### src/rtl/rom_arbiter_if.sv
// Request/response bundle for the two ROM client ports (A = fetch, B = data).
// The master drives requests and response acceptance; the slave is the arbiter.
interface rom_arbiter_if #(
  parameter int addr_width = 32,
  parameter int data_width = 32
);
  logic                  a_req_valid;
  logic [addr_width-1:0] a_req_addr;
  logic                  a_req_ready;
  logic                  a_rsp_valid;
  logic                  a_rsp_ready;
  logic [data_width-1:0] a_rsp_data;
  logic                  a_rsp_err;

  logic                  b_req_valid;
  logic [addr_width-1:0] b_req_addr;
  logic                  b_req_ready;
  logic                  b_rsp_valid;
  logic                  b_rsp_ready;
  logic [data_width-1:0] b_rsp_data;
  logic                  b_rsp_err;

  modport master (
    output a_req_valid, a_req_addr, a_rsp_ready,
    output b_req_valid, b_req_addr, b_rsp_ready,
    input  a_req_ready, a_rsp_valid, a_rsp_data, a_rsp_err,
    input  b_req_ready, b_rsp_valid, b_rsp_data, b_rsp_err
  );

  modport slave (
    input  a_req_valid, a_req_addr, a_rsp_ready,
    input  b_req_valid, b_req_addr, b_rsp_ready,
    output a_req_ready, a_rsp_valid, a_rsp_data, a_rsp_err,
    output b_req_ready, b_rsp_valid, b_rsp_data, b_rsp_err
  );
endinterface

### src/rtl/rom_arbiter.sv
// Two-port round-robin arbiter in front of a single synchronous ROM.
// Each port has one outstanding read; out-of-range reads answer with err and zero data.
module rom_arbiter #(
  parameter int addr_width = 32,
  parameter int data_width = 32,
  parameter int rom_bytes  = 8192
) (
  input  logic                  rom_clk,
  input  logic                  rom_rst_n,
  rom_arbiter_if.slave          bus,
  output logic [addr_width-1:0] rom_addr,
  output logic                  rom_en,
  output logic                  rom_rst,
  input  logic [data_width-1:0] rom_din
);

  typedef enum logic [1:0] {
    ST_IDLE     = 2'd0,
    ST_INFLIGHT = 2'd1,
    ST_RESP     = 2'd2
  } state_t;

  localparam logic [addr_width:0] c_word_bytes = (addr_width + 1)'(data_width / 8);
  localparam logic [addr_width:0] c_rom_bytes  = (addr_width + 1)'(rom_bytes);

  // One extra bit keeps addresses near the top of the space from wrapping into range.
  function automatic logic f_in_range(input logic [addr_width-1:0] addr);
    logic [addr_width:0] w_end;
    w_end = {1'b0, addr} + c_word_bytes;
    return (w_end <= c_rom_bytes);
  endfunction

  state_t                r_state    [2];
  logic                  r_err_pend [2];
  logic [data_width-1:0] r_rsp_data [2];
  logic [1:0]            r_rsp_err;
  logic                  r_rr_b;

  logic [1:0]            w_req_valid;
  logic [1:0]            w_rsp_ready;
  logic [addr_width-1:0] w_req_addr [2];
  logic [1:0]            w_in_range;
  logic [1:0]            w_elig;
  logic [1:0]            w_ready;
  logic [1:0]            w_grant;
  logic [addr_width-1:0] w_gnt_addr;
  logic                  w_gnt_in_range;

  assign w_req_valid   = {bus.b_req_valid, bus.a_req_valid};
  assign w_rsp_ready   = {bus.b_rsp_ready, bus.a_rsp_ready};
  assign w_req_addr[0] = bus.a_req_addr;
  assign w_req_addr[1] = bus.b_req_addr;

  assign rom_rst = ~rom_rst_n;

  assign bus.a_req_ready = w_ready[0];
  assign bus.b_req_ready = w_ready[1];
  assign bus.a_rsp_valid = (r_state[0] == ST_RESP);
  assign bus.b_rsp_valid = (r_state[1] == ST_RESP);
  assign bus.a_rsp_data  = r_rsp_data[0];
  assign bus.b_rsp_data  = r_rsp_data[1];
  assign bus.a_rsp_err   = r_rsp_err[0];
  assign bus.b_rsp_err   = r_rsp_err[1];

  // Eligibility, round-robin grant and the ROM command for the granted port.
  always_comb begin
    w_in_range     = 2'b00;
    w_elig         = 2'b00;
    w_ready        = 2'b00;
    w_grant        = 2'b00;
    w_gnt_addr     = '0;
    w_gnt_in_range = 1'b0;
    rom_en         = 1'b0;
    rom_addr       = '0;
    // A response retiring this cycle frees its port, so back-to-back grants can alternate.
    for (int i = 0; i < 2; i++) begin
      w_in_range[i] = f_in_range(w_req_addr[i]);
      w_elig[i]     = rom_rst_n && ((r_state[i] == ST_IDLE) ||
                                    ((r_state[i] == ST_RESP) && w_rsp_ready[i]));
    end
    w_ready[0] = w_elig[0] && (!(w_req_valid[1] && w_elig[1]) || !r_rr_b);
    w_ready[1] = w_elig[1] && (!(w_req_valid[0] && w_elig[0]) ||  r_rr_b);
    w_grant    = w_req_valid & w_ready;
    if (w_grant[1]) begin
      w_gnt_addr     = w_req_addr[1];
      w_gnt_in_range = w_in_range[1];
    end else begin
      w_gnt_addr     = w_req_addr[0];
      w_gnt_in_range = w_in_range[0];
    end
    rom_en = (|w_grant) && w_gnt_in_range;
    if (rom_en) begin
      rom_addr = w_gnt_addr;
    end else begin
      rom_addr = '0;
    end
  end

  // Per-port read state machines, response registers and round-robin pointer.
  always_ff @(posedge rom_clk or negedge rom_rst_n) begin
    if (!rom_rst_n) begin
      r_rr_b    <= 1'b0;
      r_rsp_err <= 2'b00;
      for (int i = 0; i < 2; i++) begin
        r_state[i]    <= ST_IDLE;
        r_err_pend[i] <= 1'b0;
        r_rsp_data[i] <= '0;
      end
    end else begin
      if (|w_grant) begin
        r_rr_b <= w_grant[0];
      end else begin
        r_rr_b <= r_rr_b;
      end
      for (int i = 0; i < 2; i++) begin
        case (r_state[i])
          ST_IDLE: begin
            if (w_grant[i]) begin
              r_state[i]    <= ST_INFLIGHT;
              r_err_pend[i] <= ~w_in_range[i];
            end else begin
              r_state[i] <= ST_IDLE;
            end
          end
          ST_INFLIGHT: begin
            r_state[i]    <= ST_RESP;
            r_rsp_err[i]  <= r_err_pend[i];
            r_rsp_data[i] <= r_err_pend[i] ? '0 : rom_din;
          end
          ST_RESP: begin
            if (w_grant[i]) begin
              r_state[i]    <= ST_INFLIGHT;
              r_err_pend[i] <= ~w_in_range[i];
            end else if (w_rsp_ready[i]) begin
              r_state[i] <= ST_IDLE;
            end else begin
              r_state[i] <= ST_RESP;
            end
          end
          default: begin
            r_state[i] <= ST_IDLE;
          end
        endcase
      end
    end
  end

endmodule

### src/flat_wrapper.sv
// flat-port wrapper written by rule: the top's interface ports become plain ports
module rom_arbiter_flat 
#(
  parameter int addr_width = 32,
  parameter int data_width = 32,
  parameter int rom_bytes  = 8192
)
  (rom_clk, rom_rst_n, rom_addr, rom_en, rom_rst, rom_din, bus_a_req_valid, bus_a_req_addr, bus_a_rsp_ready, bus_b_req_valid, bus_b_req_addr, bus_b_rsp_ready, bus_a_req_ready, bus_a_rsp_valid, bus_a_rsp_data, bus_a_rsp_err, bus_b_req_ready, bus_b_rsp_valid, bus_b_rsp_data, bus_b_rsp_err);
  rom_arbiter_if #(.addr_width(addr_width), .data_width(data_width)) bus_i ();
  input  logic rom_clk;
  input  logic rom_rst_n;
  output logic [addr_width-1:0] rom_addr;
  output logic rom_en;
  output logic rom_rst;
  input  logic [data_width-1:0] rom_din;
  input wire logic [$bits(bus_i.a_req_valid)-1:0] bus_a_req_valid;
  input wire logic [$bits(bus_i.a_req_addr)-1:0] bus_a_req_addr;
  input wire logic [$bits(bus_i.a_rsp_ready)-1:0] bus_a_rsp_ready;
  input wire logic [$bits(bus_i.b_req_valid)-1:0] bus_b_req_valid;
  input wire logic [$bits(bus_i.b_req_addr)-1:0] bus_b_req_addr;
  input wire logic [$bits(bus_i.b_rsp_ready)-1:0] bus_b_rsp_ready;
  output wire logic [$bits(bus_i.a_req_ready)-1:0] bus_a_req_ready;
  output wire logic [$bits(bus_i.a_rsp_valid)-1:0] bus_a_rsp_valid;
  output wire logic [$bits(bus_i.a_rsp_data)-1:0] bus_a_rsp_data;
  output wire logic [$bits(bus_i.a_rsp_err)-1:0] bus_a_rsp_err;
  output wire logic [$bits(bus_i.b_req_ready)-1:0] bus_b_req_ready;
  output wire logic [$bits(bus_i.b_rsp_valid)-1:0] bus_b_rsp_valid;
  output wire logic [$bits(bus_i.b_rsp_data)-1:0] bus_b_rsp_data;
  output wire logic [$bits(bus_i.b_rsp_err)-1:0] bus_b_rsp_err;
  assign bus_i.a_req_valid = bus_a_req_valid;
  assign bus_i.a_req_addr = bus_a_req_addr;
  assign bus_i.a_rsp_ready = bus_a_rsp_ready;
  assign bus_i.b_req_valid = bus_b_req_valid;
  assign bus_i.b_req_addr = bus_b_req_addr;
  assign bus_i.b_rsp_ready = bus_b_rsp_ready;
  assign bus_a_req_ready = bus_i.a_req_ready;
  assign bus_a_rsp_valid = bus_i.a_rsp_valid;
  assign bus_a_rsp_data = bus_i.a_rsp_data;
  assign bus_a_rsp_err = bus_i.a_rsp_err;
  assign bus_b_req_ready = bus_i.b_req_ready;
  assign bus_b_rsp_valid = bus_i.b_rsp_valid;
  assign bus_b_rsp_data = bus_i.b_rsp_data;
  assign bus_b_rsp_err = bus_i.b_rsp_err;
  rom_arbiter #(.addr_width(addr_width), .data_width(data_width), .rom_bytes(rom_bytes)) u_core (.rom_clk(rom_clk), .rom_rst_n(rom_rst_n), .bus(bus_i), .rom_addr(rom_addr), .rom_en(rom_en), .rom_rst(rom_rst), .rom_din(rom_din));
endmodule
### config.mk
export PLATFORM = sky130hd
export DESIGN_NAME = rom_arbiter_flat
export DESIGN_NICKNAME = d
export VERILOG_FILES = /design/src/rtl/rom_arbiter_if.sv /design/src/rtl/rom_arbiter.sv /design/src/flat_wrapper.sv
export SDC_FILE = /design/constraint.sdc
export NUM_CORES = 1
export LEC_CHECK = 0
export CELL_PAD_IN_SITES_DETAIL_PLACEMENT = 1
export CELL_PAD_IN_SITES_GLOBAL_PLACEMENT = 1
export CORE_MARGIN = 2
export CORE_UTILIZATION = 28
export CTS_CLUSTER_DIAMETER = 200
export DETAILED_ROUTE_END_ITERATION = 16
export PLACE_DENSITY_LB_ADDON = 0.1
export SETUP_SLACK_MARGIN = 0.5
export SYNTH_ARGS = -nofsm -noshare
export SYNTH_HDL_FRONTEND = slang
export SYNTH_SLANG_ARGS = --single-unit
### constraint.sdc
create_clock -name rom_clk -period 3.65 [get_ports rom_clk]
set_input_delay 0.73 -clock rom_clk [delete_from_list [all_inputs] [get_ports rom_clk]]
set_output_delay 0.73 -clock rom_clk [all_outputs]
set_load 0.01 [all_outputs]
Word level (Yosys, flattened, before mapping)
Index checks and enable logic that the tools add are counted. Widths: inputs -> output; s select.

Input bits: 102. Logic and storage cells: 57. Flip-flop bits (word level): 73.

Add/sub/neg operators: 2. Reductions and logical operators: 23. Equality and inequality tests: 4. Order comparisons: 2. Muxes and demuxes: 13. Bitwise operators: 4.

Operators by type and width (number): $mux 32 (4); $add 32x3->33 const B (2); $le 33x14->1 const B (2); $pmux 2 s3 (2); $logic_and 1x1->1 (9); $mux 2 (4); $reduce_or 2->1 (3); $eq 2x1->1 const B (2); $eq 2x2->1 const B (2); $logic_not 2->1 (2); $logic_or 1x1->1 (4); $reduce_and 2->1 (2); $logic_not 1->1 (3); $mux 1 (3); $not 1->1 (3); $and 2x2->2 (1).

Longest topological paths before layout
Depth in word-level cells: 12. Mapped depth: 10. Gate-level depth less buffers: 9.

Worst setup path after synthesis
OpenSTA, ideal clock, no wires.

Path kind: input to output. From: input bus_b_req_addr[9]. To: output rom_addr[10]. Buffers on the path: 1. Arrival: 2.427 ns. Setup slack: 0.493 ns. Required time: 2.920 ns. Stages on the path: 8. Cell sequence: nand4_1 nor3_1 and4_1 mux2_2 a31o_2 a32oi_2 buf_6 nor2_1.

Word-level cells in the longest chain between the ends: 5.

RTL lines: start, declared (line flat_wrapper.sv:20) `input wire logic [$bits(bus_i.b_req_addr)-1:0] bus_b_req_addr;`; $add 32x3->33 (line rom_arbiter.sv:29) `w_end = {1'b0, addr} + c_word_bytes;`; $le 33x14->1 (line rom_arbiter.sv:30) `return (w_end <= c_rom_bytes);`; $mux 1 (line rom_arbiter.sv:84) `if (w_grant[1]) begin`; $logic_and 1x1->1 (line rom_arbiter.sv:91) `rom_en = (|w_grant) && w_gnt_in_range;`; $mux 32 (line rom_arbiter.sv:92) `if (rom_en) begin`; end, declared (line flat_wrapper.sv:12) `output logic [addr_width-1:0] rom_addr;`.

No other way between the ends.

Final worst setup path
From: input bus_a_req_addr[9]. To: output rom_addr[9].

Word-level cells in the longest chain between the ends: 5. Elaborated cells between the ends (all ways): 6. Those cells by class: add/sub: 1; order compare: 1; mux: 3; reduce/logical: 1.

RTL lines: start, declared (line flat_wrapper.sv:17) `input wire logic [$bits(bus_i.a_req_addr)-1:0] bus_a_req_addr;`; $add 32x3->33 (line rom_arbiter.sv:29); $le 33x14->1 (line rom_arbiter.sv:30); $mux 1 (line rom_arbiter.sv:84); $logic_and 1x1->1 (line rom_arbiter.sv:91); $mux 32 (*) (line rom_arbiter.sv:92).

Mark *: on every way between the ends. The rest lies on a longest branch, timed or not.

==> out/qor.csv <==
stage,metric,value,unit
global_routing,"Remaining Overflow, GRT",0,
synthesis,Synth cell types,55,
worst_setup_path,R2R cell count,2,
clock_tree,Clock H-tree levels,3,
clock_tree,number of CTS-inserted buffers,9,
power,Peak VDD IR,0.213,mV
worst_setup_path,Crit Path Max Fanout,6,
detailed_routing,Antenna Nets Post-Route,0,
worst_setup_path,Worst setup EP type,output pin,
synthesis,"EDFF count, synth",0,
worst_setup_path,worst path required time,2.92,ns
global_routing,Total Routing Usage GR,19.6,%
power,combinational power share,19.1,%
synthesis,most frequent cells after synthesis,"nand2_1, dfrtp_1, o21ai_0",
timing,Final Cycle Share,96.1,%
floorplan,Core Region,13900,um^2
flow_run,total of max-cap violations,0,
floorplan,Top-Level Pins,206,
clock_tree,CTS tree,yes,
clock_tree,Max clock buf depth,2,
clock_tree,clock sink count,73,
floorplan,Starting Density,28.9,%
cells_and_area,layout cells sized above 1,28.8,%
worst_setup_path,"reg-to-reg slack, setup",1.75,ns
power,switching power,0.549,mW
global_routing,largest net degree at the start of global routing,67,
worst_setup_path,FF-to-FF Start,u_core.r_state[3],
timing,worst slew pin tran,1.20,ns
power,leakage,3.02,nW
run_status,status,"complete, no violations",
min_path,worst hold-check path type,in2async,
global_routing,vias in the first global route,4762,
synthesis,sequential area share after synthesis,45.4,%
timing,hold slack final,0.469,ns
synthesis,Synth Cell Area,4030,um^2
clock_tree,CTS Root Cell,clkbuf_16,
floorplan,die area,15400,um^2
floorplan,DIE WIDTH,124,um
timing,RSZ-0062 raised after global routing,yes,
placement,Post-DP HPWL,11100,um
cells_and_area,fin nets,831,
synthesis,most used flip-flop cell after synthesis,dfrtp_1,
detailed_routing,initial drt markers,191,
global_routing,first-pass GRT wire length,23300,um
power,Power Dens Cells,290,nW/um^2
floorplan,Chip Height,124,um
detailed_routing,Via density,4.78,
synthesis,Yosys reg bits,73,
clock_tree,clk slew on worst S/H paths,0.06,ns
worst_setup_path,crit path DAT,2.78,ns
cells_and_area,area delta synth->final,77.0,%
synthesis,ranking of synthesized cells by area,"dfrtp_1, nand2_1, o21ai_0",
placement,routability congestion estimate,0.776,
power,clock power share,40.2,%
detailed_routing,DR DRC count,0,
synthesis,Syn Area/Cell,8.55,um^2
detailed_routing,WL/cell,16.7,um
timing,Clock Skew,0.00566,ns
worst_setup_path,Crit Path Class,in2out,
timing,min Tclk post-route,3.51,ns
worst_setup_path,Critical Path Start Type,input pin,
placement,port buffer count,186,
synthesis,Yosys top cell by area,dfrtp_1,
synthesis,most common cell in the netlist,nand2_1,
clock_tree,Worst-Skew Late Latency,0.33,ns
floorplan,Core Rows,43,
cells_and_area,"Core Util, Final",51.1,%
detailed_routing,final WL,15300,um
cells_and_area,FILL cells,1611,
timing,Fin. Hold Viols,0,
clock_tree,CTS Hold Buffers Added,0,
synthesis,Ys Warns,0,
detailed_routing,vias,4368,
power,Pint,1.52,mW
detailed_routing,drt pass-1 iters,4,
power,Reg power frac,40.7,%
worst_setup_path,Worst R2R End,u_core.r_rsp_err[0],
synthesis,share of the synthesized area in the top cell type,45.4,%
timing,fmax,0.285,GHz
timing,Slew Limit Fails,0,
global_routing,antenna violations before repair,1,
synthesis,Async SR Flop Fraction,100,%
timing,Setup-failing EPs final,0,
timing,max_slew headroom,20.3,%
synthesis,Mapped Cells,471,
power,switching part of the total,26.5,%
## cells by family (layout without fill, tap and decap cells)
group | after synthesis | after routing | share of synthesized area (%)
buffers and inverters | 49 | 293 | 6.71
other | 1 | 20 | 0.0932
AOI/OAI and AO/OA | 103 | 103 | 15.2
and+or+nand+nor | 227 | 227 | 28.1
muxes | 15 | 15 | 3.79
DFF | 73 | 73 | 45.4
xor gates and xnor gates | 3 | 3 | 0.653
## critical path, stage by stage
cell and delay [ns]:
buf_2 0.12, nand4_1 0.17, nor4_4 0.38, nor4b_2 0.30, nor3_2 0.08, a211oi_2 0.21
buf_4 0.17, a32oi_4 0.11, buf_12 0.16, buf_12 0.14, nor2_4 0.11, buf_6 0.11
## registers in the layout (all words and copies together) (netlist names)
register               cells
u_core.r_err_pend          2
u_core.r_rsp_err           2
u_core.bus.b_rsp_data     32
u_core.bus.a_rsp_data     32
u_core.r_rr_b              1
u_core.r_state             4
## power groups by stage
stage | clock [mW] | sequential (mW) | combinational (mW)
2_1_floorplan | 0 | 0.856 | 0.128
3_3_place_gp | 0 | 0.852 | 0.374
3_5_place_dp | 0 | 0.854 | 0.381
4_1_cts | 0.855 | 0.841 | 0.381
5_1_grt | 0.885 | 0.843 | 0.431
6_report | 0.832 | 0.841 | 0.395
## metal layers
metal | global-route usage [%] | part of all wire [%]
met1 | 21.7 | 40
met2 | 36.1 | 52
met3 | 6.14 | 7.1
met4 | 5.34 | 1.7
met5 | 0 | 0
## cells in the final DEF (no fill, tap or decap), drive strengths merged, types with 2 or more instances in the layout
master	n
conb	19
mux2	2
xor2	2
buf	125
nand3	12
clkinvlp	2
or3	3
a211oi	3
and2	3
nor3	10
mux2i	13
inv	7
dlygate4sd2	21
clkinv	3
nand2	108
clkdlybuf4s15	5
a31oi	9
and3	7
a21oi	5
dfrtp	73
o21ai	69
nor2	20
clkdlybuf4s50	111
a211o	2
nor4	4
nand2b	36
nand4	11
clkbuf	19
and4	7
## metrics by stage
| stage | worst slack (ns) | area (um^2) | instances | TNS (ns) | total power, mW |
|---|---|---|---|---|---|
| 2_1_floorplan | 0.525 | 4100 | 489 | 0 | 0.983 |
| 3_3_place_gp | -0.620 | 6450 | 879 | -8.45 | 1.23 |
| 3_5_place_dp | -0.620 | 6450 | 879 | -8.39 | 1.23 |
| 4_1_cts | 0.160 | 6890 | 911 | 0 | 2.08 |
| 5_1_grt | 0.0363 | 7120 | 913 | 0 | 2.16 |
| 6_report | 0.142 | 7130 | 914 | 0 | 2.07 |
## timing repair
action,in CTS,in global routing
gates resized for setup,254,71
endpoints found under the setup margin,15,14
buffers inserted,17,2
pin swaps,48,22
## final cells by class
| type | instances | area, um^2 | share of cell area, % |
|---|---|---|---|
| Timing Repair Buffer | 270 | 2460 | 34.5 |
| Multi-Input combinational cell | 367 | 2300 | 32.3 |
| Tap cell | 180 | 225 | 3.16 |
| Sequential cell | 73 | 1830 | 25.6 |
| Clock inverter | 4 | 28.8 | 0.404 |
| Antenna cell | 1 | 2.50 | 0.0351 |
| Inverter | 8 | 30.0 | 0.421 |
| Clock buffer | 11 | 253 | 3.55 |
## worst max path at each step
stage | start | to | slack [ns] | depth (start not counted)
global placement | bus_a_req_addr[9] | rom_addr[6] | -0.62 | 11
floorplan | bus_a_req_addr[4] | rom_addr[10] | 0.53 | 8
global route | bus_b_req_addr[8] | rom_addr[9] | 0.04 | 11
detailed placement | bus_a_req_addr[9] | rom_addr[10] | -0.62 | 11
finish | bus_a_req_addr[9] | rom_addr[9] | 0.14 | 12
CTS | bus_b_req_addr[4] | rom_addr[9] | 0.16 | 11
No activity file was read; power rests on OpenSTA's default activity.
